### src/rtl/decoder_sched.sv
// Round-robin scheduler sharing one decoder datapath between NREQ requesters.
// Optional `DECODER_SCHED_PRIO0_EN gives requester 0 strict priority over the round-robin group.
module decoder_sched #(
    parameter int unsigned NREQ    = 4,
    parameter int unsigned CODE_W  = 7,
    parameter int unsigned OUT_W   = 8,
    parameter int unsigned DEC_LAT = 2
) (
    input  logic                              clock_i,
    input  logic                              reset_i,
    input  logic [NREQ-1:0]                   req_valid_i,
    input  logic [NREQ*CODE_W-1:0]            req_code_i,
    output logic [NREQ-1:0]                   req_ready_o,
    output logic [CODE_W-1:0]                 dec_in_o,
    input  logic [OUT_W-1:0]                  dec_out_i,
    output logic                              resp_valid_o,
    input  logic                              resp_ready_i,
    output logic [OUT_W-1:0]                  resp_data_o,
    output logic [((NREQ > 1) ? $clog2(NREQ) : 1)-1:0] resp_id_o,
    output logic                              busy_o
);

    localparam int unsigned IdW  = (NREQ > 1) ? $clog2(NREQ) : 1;
    localparam int unsigned CntW = 4;

    typedef enum logic [1:0] {StIdle, StHold, StResp} state_e;

    state_e              state_q, state_d;
    logic [CODE_W-1:0]   dec_in_q, dec_in_d;
    logic [OUT_W-1:0]    resp_data_q, resp_data_d;
    logic [IdW-1:0]      resp_id_q, resp_id_d;
    logic                resp_valid_q, resp_valid_d;
    logic [IdW-1:0]      last_q, last_d;
    logic [CntW-1:0]     cnt_q, cnt_d;

    logic                found;
    logic [IdW-1:0]      winner;
    logic [IdW-1:0]      cand;
    logic [CODE_W-1:0]   code_sel;
    logic                upd_last;

    // Search starts one past the previous winner and wraps modulo NREQ.
    always_comb begin
        found    = 1'b0;
        winner   = '0;
        cand     = '0;
        upd_last = 1'b1;
        for (int unsigned k = 1; k <= NREQ; k++) begin
            cand = IdW'((32'(last_q) + k) % NREQ);
            if (!found && req_valid_i[cand]) begin
                found  = 1'b1;
                winner = cand;
            end
        end
`ifdef DECODER_SCHED_PRIO0_EN
        if (req_valid_i[0]) begin
            found    = 1'b1;
            winner   = '0;
            upd_last = 1'b0;
        end
`endif
    end

    always_comb begin
        code_sel = '0;
        for (int unsigned i = 0; i < NREQ; i++) begin
            if (winner == IdW'(i)) begin
                code_sel = req_code_i[i*CODE_W +: CODE_W];
            end
        end
    end

    // Grant strobe is gated by reset so it reads zero while reset is held.
    always_comb begin
        req_ready_o = '0;
        for (int unsigned i = 0; i < NREQ; i++) begin
            req_ready_o[i] = !reset_i && (state_q == StIdle) && found && (winner == IdW'(i));
        end
    end

    always_comb begin
        state_d      = state_q;
        dec_in_d     = dec_in_q;
        resp_data_d  = resp_data_q;
        resp_id_d    = resp_id_q;
        resp_valid_d = resp_valid_q;
        last_d       = last_q;
        cnt_d        = cnt_q;
        case (state_q)
            StIdle: begin
                if (found) begin
                    dec_in_d  = code_sel;
                    resp_id_d = winner;
                    if (upd_last) begin
                        last_d = winner;
                    end
                    cnt_d   = CntW'(DEC_LAT - 1);
                    state_d = StHold;
                end
            end
            StHold: begin
                if (cnt_q == '0) begin
                    resp_data_d  = dec_out_i;
                    resp_valid_d = 1'b1;
                    state_d      = StResp;
                end else begin
                    cnt_d = cnt_q - CntW'(1);
                end
            end
            StResp: begin
                if (resp_ready_i) begin
                    resp_valid_d = 1'b0;
                    state_d      = StIdle;
                end
            end
            default: state_d = StIdle;
        endcase
    end

    always_ff @(posedge clock_i or posedge reset_i) begin
        if (reset_i) begin
            state_q      <= StIdle;
            dec_in_q     <= '0;
            resp_data_q  <= '0;
            resp_id_q    <= '0;
            resp_valid_q <= 1'b0;
            last_q       <= IdW'(NREQ - 1);
            cnt_q        <= '0;
        end else begin
            state_q      <= state_d;
            dec_in_q     <= dec_in_d;
            resp_data_q  <= resp_data_d;
            resp_id_q    <= resp_id_d;
            resp_valid_q <= resp_valid_d;
            last_q       <= last_d;
            cnt_q        <= cnt_d;
        end
    end

    assign dec_in_o     = dec_in_q;
    assign resp_data_o  = resp_data_q;
    assign resp_id_o    = resp_id_q;
    assign resp_valid_o = resp_valid_q;
    assign busy_o       = (state_q != StIdle);

endmodule

### config.mk
export PLATFORM = sky130hd
export DESIGN_NAME = decoder_sched
export DESIGN_NICKNAME = d
export VERILOG_FILES = /design/src/rtl/decoder_sched.sv
export SDC_FILE = /design/constraint.sdc
export NUM_CORES = 1
export LEC_CHECK = 0
export CAP_MARGIN = 0
export CORE_ASPECT_RATIO = 0.8
export CORE_MARGIN = 2
export CORE_UTILIZATION = 43
export CTS_CLUSTER_SIZE = 20
export DETAILED_ROUTE_END_ITERATION = 8
export GPL_ROUTABILITY_DRIVEN = 0
export PLACE_DENSITY_LB_ADDON = 0.08
export SETUP_SLACK_MARGIN = 0.5
export SYNTH_ARGS = -nofsm -noshare
export SYNTH_HDL_FRONTEND = slang
export SYNTH_SLANG_ARGS = --single-unit
### constraint.sdc
create_clock -name clock_i -period 2.4 [get_ports clock_i]
set_input_delay 0.24 -clock clock_i [delete_from_list [all_inputs] [get_ports clock_i]]
set_output_delay 0.24 -clock clock_i [all_outputs]
set_load 0.01 [all_outputs]
# Word-level counts from Yosys, hierarchy flattened
# Index checks and enable logic that the tools add are counted.
# totals
out_inout_bits	23
register_bits	26
wordCells	79
inputBits	43
# classes
eq_ne	9
mux	30
addsub	5
magnitude_cmp	4
n_reduce_logical	24
# ops
op	count
7-bit 2-to-1 mux	4
2-bit 2-to-1 mux	7
2-bit by 3-bit less-than comparator with 1-bit output (second input constant)	4
1-bit 2-to-1 mux	10
1-bit logical AND	9
3-bit AND reduction	3
1-bit binary-select mux with 2-bit select	4
4-bit 2-to-1 mux	2
2-bit != test (second input constant)	4
4-bit case mux with 2 select lines	1
2-bit == test (second input constant)	3
2-bit case mux with 3 select lines	1
2-bit nonzero test	3
2-bit by 1-bit adder with 2-bit output (second input constant)	2
2-bit adder (second input constant)	2
2-bit by 1-bit == test with 1-bit output (second input constant)	2
1-bit logical NOT	4
2-bit logical NOT	2
4-bit logical NOT	1
2-bit AND reduction	2
4-bit by 1-bit subtractor with 4-bit output (second input constant)	1
1-bit case mux with 2 select lines	1

# Logic depth before layout (Yosys ltp)
# Gate-level depths: netlist (run 1).
# depth
depth_word	18
depth_mapped	7

# Least setup slack after synthesis (run 1)
# No wires, ideal clock.
# synth_path
path_type	reg2out
from	register last_q[1]
to	output req_ready_o[1]
t_arrival_ns	1.521
path_stages_with_launch	7
setup_slack_ns	0.639
cell_sequence	dfstp_2 -> nand2b_1 -> a21oi_1 -> o221ai_2 -> buf_6 -> buf_12 -> nor3b_1
# synth_via
elab_chain_len	15
elab_cells_between_ends	29
cone_classes	add/sub: 4; eq/ne: 1; mux: 16; reduce/logical: 8
# synth_lines
item	line	rtl
start, declared	33	logic [IdW-1:0] last_q, last_d;
start signal, assigned	127	last_q <= IdW'(NREQ - 1);
start signal, assigned	135	last_q <= last_d;
2-bit by 1-bit adder with 2-bit output	49	cand = IdW'((32'(last_q) + k) % NREQ);
1-bit binary-select mux with 2-bit select	50	if (!found && req_valid_i[cand]) begin
1-bit 2-to-1 mux (not written as such)	50	
1-bit 2-to-1 mux	50	
1-bit logical NOT	50	
1-bit logical AND	50	
1-bit 2-to-1 mux	50	
1-bit logical NOT	50	
1-bit logical AND	50	
1-bit 2-to-1 mux	50	
1-bit logical NOT	50	
1-bit logical AND	50	
2-bit 2-to-1 mux or 1-bit 2-to-1 mux (tied branches)	50	
2-bit by 1-bit == test with 1-bit output or 1-bit logical AND (tied branches)	77	req_ready_o[i] = !reset_i && (state_q == StIdle) && found && (winner == IdW'(i));
1-bit logical AND (*)	77	
end, declared	13	output logic [NREQ-1:0] req_ready_o,
# Mark *: on every way between the ends. The rest lies on a longest branch, timed or not. The select of a mux whose other input is x is not followed.

# Worst setup path in the final report (run 1)
# Ends and elaborated chain as after synthesis.

==> impl_metrics.env, run 1 <==
export IMPL_die_w_um=66.50
export IMPL_synth_seq_cells=26
export IMPL_period_needed_ns=2.027
export IMPL_dr_pass1_iters=4
export IMPL_hold_slack_ns=0.4863
export IMPL_reg2reg_slack_ns=0.41
export IMPL_syn_nets=168
export IMPL_min_to="resp_id_o[1]"
export IMPL_netlist_instances=124
export IMPL_grt_pass1_vias=1189
export IMPL_hold_viol_final=0
export IMPL_r2r_start="last_q[1]"
export IMPL_hpwl_um=2588
export IMPL_finalSetupViolCount=0
export IMPL_synth_area_sq_um=1344
export IMPL_cts_tree="built"
export IMPL_hold_buffers=0
export IMPL_crit_type="register to output pin"
export IMPL_cp_start_kind="register"
export IMPL_fmax_mhz=493.2
export IMPL_ctsHtreeMaxLevel=1
export IMPL_drtIter0Drc=61
export IMPL_grt_usage=0.2036
export IMPL_clk_insertion_delay_late_ns=0.27
export IMPL_ir_drop_mv=0.7136
export IMPL_crit_required_ns=2.16
export IMPL_path_max_fanout=6
export IMPL_slew_viol_final=0
export IMPL_grt_overflow_total=0
export IMPL_drv_cap=0
export IMPL_grt_pass1_wl_um=5499
export IMPL_die_h_um=54
export IMPL_antenna_found_initial=0
export IMPL_rsz0062_at_grt="true"
export IMPL_slowest_delay_ns=0.59
export IMPL_timing_final_crit_share=0.8448
export IMPL_rows=18
export IMPL_nets=247
export IMPL_layout_drive_gt1_share=0.2376
export IMPL_syn_avg_cell_area_sq_um=10.84
export IMPL_ys_seq_area_frac=0.4860
export IMPL_cp_top_family="flip-flops"
export IMPL_path_cells="nand2b_4 -> a21oi_2 -> o221ai_2 -> buf_4 -> nor3b_2 -> buf_2"
export IMPL_ys_types=30
export IMPL_via_per_inst=5.174
export IMPL_p_per_area_nw_per_um2=1160
export IMPL_clock_sinks=26
export IMPL_slew_headroom=0.5719
export IMPL_setup_tns_ns=0
export IMPL_drc=0
export IMPL_slowest_stage="dfstp_2"
export IMPL_area_delta_synth_final_pct=65.36
export IMPL_clock_path_buffers=2
export IMPL_dr_total_vias=1252
export IMPL_finalClockSkew_ns=0.009667
export IMPL_cts_root_buf="clkbuf_8"
export IMPL_drtAntennaViolNets=0
export IMPL_start_util=0.4420
export IMPL_hold_depth=2
export IMPL_path_clk_slew_ns=0.09
export IMPL_yosys_warnings=0
export IMPL_tightest_slew_ns=0.6414
export IMPL_cp_data_arrival_time_ns=1.79
export IMPL_wl_per_cell_um=14.39
export IMPL_cts_inserted_buffers=3
export IMPL_crit_buf_inv=2
export IMPL_port_buffer_count=65
export IMPL_grt_max_degree=18
export IMPL_endpoint_kind="output pin"
export IMPL_worstRegToRegCells=9
export IMPL_status="finished clean"
export IMPL_diodes=0
export IMPL_design_core_area_sq_um=3040
export IMPL_reg2reg_to="dec_in_o[0]"
export IMPL_hold_path_class="register to register"
export IMPL_min_delay_start="resp_id_o[1]"
export IMPL_p_leak_uw=0.0009818
export IMPL_die_area_sq_um=3591
export IMPL_num_io_pins=66
export IMPL_drt_wl_total_um=3483
export IMPL_utilization=0.7309
==> worst max-delay path by stage <==
stage	from	endpoint	slack, ns	cells past startpoint
after CTS	last_q[1]	req_ready_o[1]	0.39	6
final	last_q[1]	req_ready_o[1]	0.37	6
after global placement	req_valid_i[3]	req_ready_o[0]	0.09	7
after global routing	last_q[1]	req_ready_o[0]	0.27	6
after floorplan	last_q[1]	req_ready_o[1]	0.64	6
after detailed placement	req_valid_i[3]	req_ready_o[1]	0.001	6
==> repair_timing <==
| action | in CTS | in global routing |
|---|---|---|
| hold endpoints to repair | 0 | 0 |
| setup buffers | 7 | 1 |
| resized for setup | 26 | 5 |
| pin swaps | 3 | 2 |
| setup endpoints to repair | 11 | 10 |
==> per-layer routing <==
layer  GRT usage  vias up  part of all wire
li1            -      594                 -
met5           0        -                 0
met1      0.2635      617              0.41
met2      0.3450       39              0.53
met3     0.06485        2             0.059
met4     0.03061        0            0.0011
==> tightest hold or removal path: cells and delay by family (launching register included) <==
| family | cells | cell delay, ns |
|---|---|---|
| and+or+nand+nor | 2 | 0.10 |
| DFF | 1 | 0.35 |
==> stage by stage <==
step	total power [uW]	worst slack, ns	area, sq um	cells
2_1_floorplan	1565	0.6392	1344	124
3_3_place_gp	2088	0.09333	2047	230
3_5_place_dp	2135	0.001304	2047	230
4_1_cts	2558	0.3876	2195	241
5_1_grt	2752	0.2659	2222	242
6_report	2578	0.3726	2222	242
==> power breakdown <==
group          switching (uW)  internal (uW)
sequential                135            664
combinational             655            843
clock                     133            147
total                     924           1650
==> registers in the layout (all words and copies together) (netlist names) <==
| name | count |
|---|---|
| resp_data_o | 8 |
| dec_in_o | 7 |
| cnt_q | 4 |
| last_q | 2 |
| resp_id_o | 2 |
| state_q | 2 |
| resp_valid_o | 1 |
==> cells in the mapped netlist (all sizes together) <==
cell type,n,area share
dfstp,2,0.039
nand2b,5,0.023
a31oi,1,0.0047
nor2,9,0.027
o2bb2ai,1,0.0065
clkbuf,1,0.0028
mux2,8,0.067
nor3,2,0.0074
or2,2,0.0093
mux2i,15,0.11
ha,1,0.0093
nor2b,1,0.0047
nor4,2,0.0093
xor2,1,0.0065
or3b,1,0.0084
inv,5,0.014
dfrtp,24,0.45
o21ai,2,0.0074
buf,5,0.034
o221ai,8,0.057
nand3b,1,0.0056
nor3b,4,0.022
a21oi,5,0.019
o31ai,1,0.0056
nand2,16,0.045
xnor2,1,0.0065
==> layout make-up <==
class / instances / area (sq um)
Clock buffer: 4 / 55.05
Fill cell: 234 / 818.3
Inverter: 5 / 18.77
Multi-Input combinational cell: 87 / 681.9
Sequential cell: 26 / 653.1
Tap cell: 40 / 50.05
Timing Repair Buffer: 80 / 763.2
==> layout by cell type, fill, tap and decap left out, types with 3 or more instances in the layout <==
master            n
nand2_1          16
dfrtp_1          24
nand2b_1          3
mux2i_1          14
o221ai_1          7
clkdlybuf4s50_1  59
buf_2             3
nor2_1            8
inv_1             5
buf_4            13
a21oi_1           3
clkbuf_8          4
mux2_2            8
==> cell families (layout without fill, tap and decap cells) <==
group | count (synthesis) | in the layout | share of synthesized area
buf+inv | 11 | 89 | 0.05121
simple gates | 43 | 43 | 0.1620
mux | 23 | 23 | 0.1788
compound gates | 18 | 18 | 0.09963
flops | 26 | 26 | 0.4860
fa+ha+maj | 1 | 1 | 0.009309
xor+xnor | 2 | 2 | 0.01304
Note: power is estimated with default switching activity, not from simulation.
==> run 2, diff against run 1 <==
Settings changed: CORE_UTILIZATION 43 to 40.
Clock period 2.4 ns to 2.05 ns, I/O delays scaled along.
==> impl_metrics.env, run 2 (synthesis results as in run 1) <==
export IMPL_highest_layer="met4"
export IMPL_hpwl_um=2648
export IMPL_design_core_area_sq_um=3153
export IMPL_p_per_area_nw_per_um2=1432
export IMPL_reg2reg_slack_ns=0.15
export IMPL_slew_headroom=0.7466
export IMPL_die_w_um=68.80
export IMPL_dp_slack_ns=-0.2774
export IMPL_setup_ws_ns=0.1194
export IMPL_grt_usage=0.1981
export IMPL_hold_buffers=0
export IMPL_fin_area_sq_um=2475
export IMPL_crit_type="register to output pin"
export IMPL_met3_length_um=271
export IMPL_cp_start_kind="register"
export IMPL_tightest_slew_ns=0.3789
export IMPL_startpoint="last_q[1]"
export IMPL_finalClockSkew_ns=0.001996
export IMPL_hold_depth=2
export IMPL_drv_cap=0
export IMPL_p_leak_uw=0.001095
export IMPL_dr_pass1_iters=6
export IMPL_drt_wl_total_um=4214
export IMPL_fmax_mhz=518.0
export IMPL_cts_root_buf="clkbuf_8"
export IMPL_path_clk_slew_ns=0.09
export IMPL_clk_insertion_delay_late_ns=0.27
export IMPL_min_delay_start="dec_in_o[0]"
export IMPL_area_delta_synth_final_pct=84.17
export IMPL_slowest_stage="dfstp_2"
export IMPL_drc=0
export IMPL_ir_drop_mv=0.8419
export IMPL_timing_final_crit_share=0.9418
export IMPL_hold_path_class="register to register"
export IMPL_status="finished clean"
export IMPL_drtIter0Drc=50
export IMPL_final_cell_mix="59 x clkdlybuf4s50_1, 25 x buf_4, 24 x dfrtp_1"
export IMPL_crit_buf_inv=1
export IMPL_path_cells="nand2b_1 -> a21oi_1 -> o221ai_2 -> nor3b_4 -> buf_2"
export IMPL_antenna_found_initial=0
export IMPL_ctsHtreeMaxLevel=1
export IMPL_clock_path_buffers=2
export IMPL_cp_data_arrival_time_ns=1.73
export IMPL_largest_register_ffs=8
export IMPL_via_per_inst=5.154
export IMPL_clock_sinks=26
export IMPL_n_fill_cell=190
export IMPL_grt_max_degree=27
export IMPL_dpl_cell_area_sq_um=2161
export IMPL_start_util=0.4262
export IMPL_instances_no_fill=259
export IMPL_die_area_sq_um=3842
export IMPL_wl_met2_um=2050
export IMPL_layout_drive_gt1_share=0.3425
export IMPL_totalPowerFinal_uw=3543
export IMPL_num_io_pins=66
export IMPL_dp_cells=240
export IMPL_hold_viol_final=0
export IMPL_grt_overflow_total=0
export IMPL_reg2reg_to="dec_in_o[4]"
export IMPL_cts_inserted_buffers=3
export IMPL_wl_met1_um=1719
export IMPL_cts_tree="built"
export IMPL_endpoint_kind="output pin"
export IMPL_die_h_um=55.84
export IMPL_final_common_cell="clkdlybuf4s50_1"
export IMPL_rsz0062_at_grt="true"
export IMPL_finalSetupViolCount=0
export IMPL_r2r_start="last_q[1]"
export IMPL_worstRegToRegCells=8
export IMPL_crit_required_ns=1.85
export IMPL_drtAntennaViolNets=0
export IMPL_diodes=0
export IMPL_grt_pass1_wl_um=5858
export IMPL_cp_top_family="flip-flops"
export IMPL_nets=264
export IMPL_period_needed_ns=1.931
export IMPL_min_to="dec_in_o[0]"
export IMPL_path_max_fanout=4
export IMPL_dr_total_vias=1335
export IMPL_rows=18
export IMPL_wl_per_cell_um=16.27
export IMPL_port_buffer_count=65
export IMPL_slew_viol_final=0
export IMPL_slowest_delay_ns=0.58
export IMPL_grt_pass1_vias=1295
run 2: worst max path at each step:
stage	cells after the start	endpoint
after floorplan	7	dec_in_o[0]
after global placement	7	req_ready_o[1]
after detailed placement	6	req_ready_o[1]
after CTS	6	req_ready_o[2]
after global routing	6	req_ready_o[3]
final	5	req_ready_o[3]
run 2: tightest hold or removal path, cell delays in order, from the launching register on:
cell      delay [ns]
dfrtp_1         0.35
nand2_1         0.05
o221ai_1        0.06
run 2: power breakdown:
group / internal, uW / switching [uW]
clock: 261 / 163
sequential: 777 / 152
combinational: 1240 / 946
run 2: layout make-up:
| class | count | area [sq um] | area share |
|---|---|---|---|
| clock buffer | 3 | 41.29 | 0.01668 |
| clock inverter | 1 | 30.03 | 0.01213 |
| inverter | 5 | 18.77 | 0.007583 |
| multi-input combinational | 87 | 754.5 | 0.3049 |
| sequential | 26 | 653.1 | 0.2639 |
| tap | 40 | 50.05 | 0.02022 |
| timing repair buffer | 97 | 927.1 | 0.3746 |
run 2: repair_timing:
| item | in CTS | in global routing |
|---|---|---|
| gates resized for setup | 27 | 22 |
| cloned | 0 | 2 |
| buffers inserted | 5 | 8 |
| endpoints found under the setup margin | 26 | 28 |
| pin swaps | 3 | 10 |
run 2: metal layers:
layer,track usage,vias to the layer above
met5,0,-
met4,0.03361,0
met3,0.06073,14
met2,0.3352,49
met1,0.2494,645
li1,-,627
run 2: metrics by stage:
step	hold WS [ns]	setup TNS (ns)	util
final	0.4966	0	0.7849
after global routing	0.5282	0	0.7849
after CTS	0.4995	0	0.7262
after detailed placement	0.4791	-1.731	0.6853
after global placement	0.4590	-0.7463	0.6853
after floorplan	0.2435	0	-
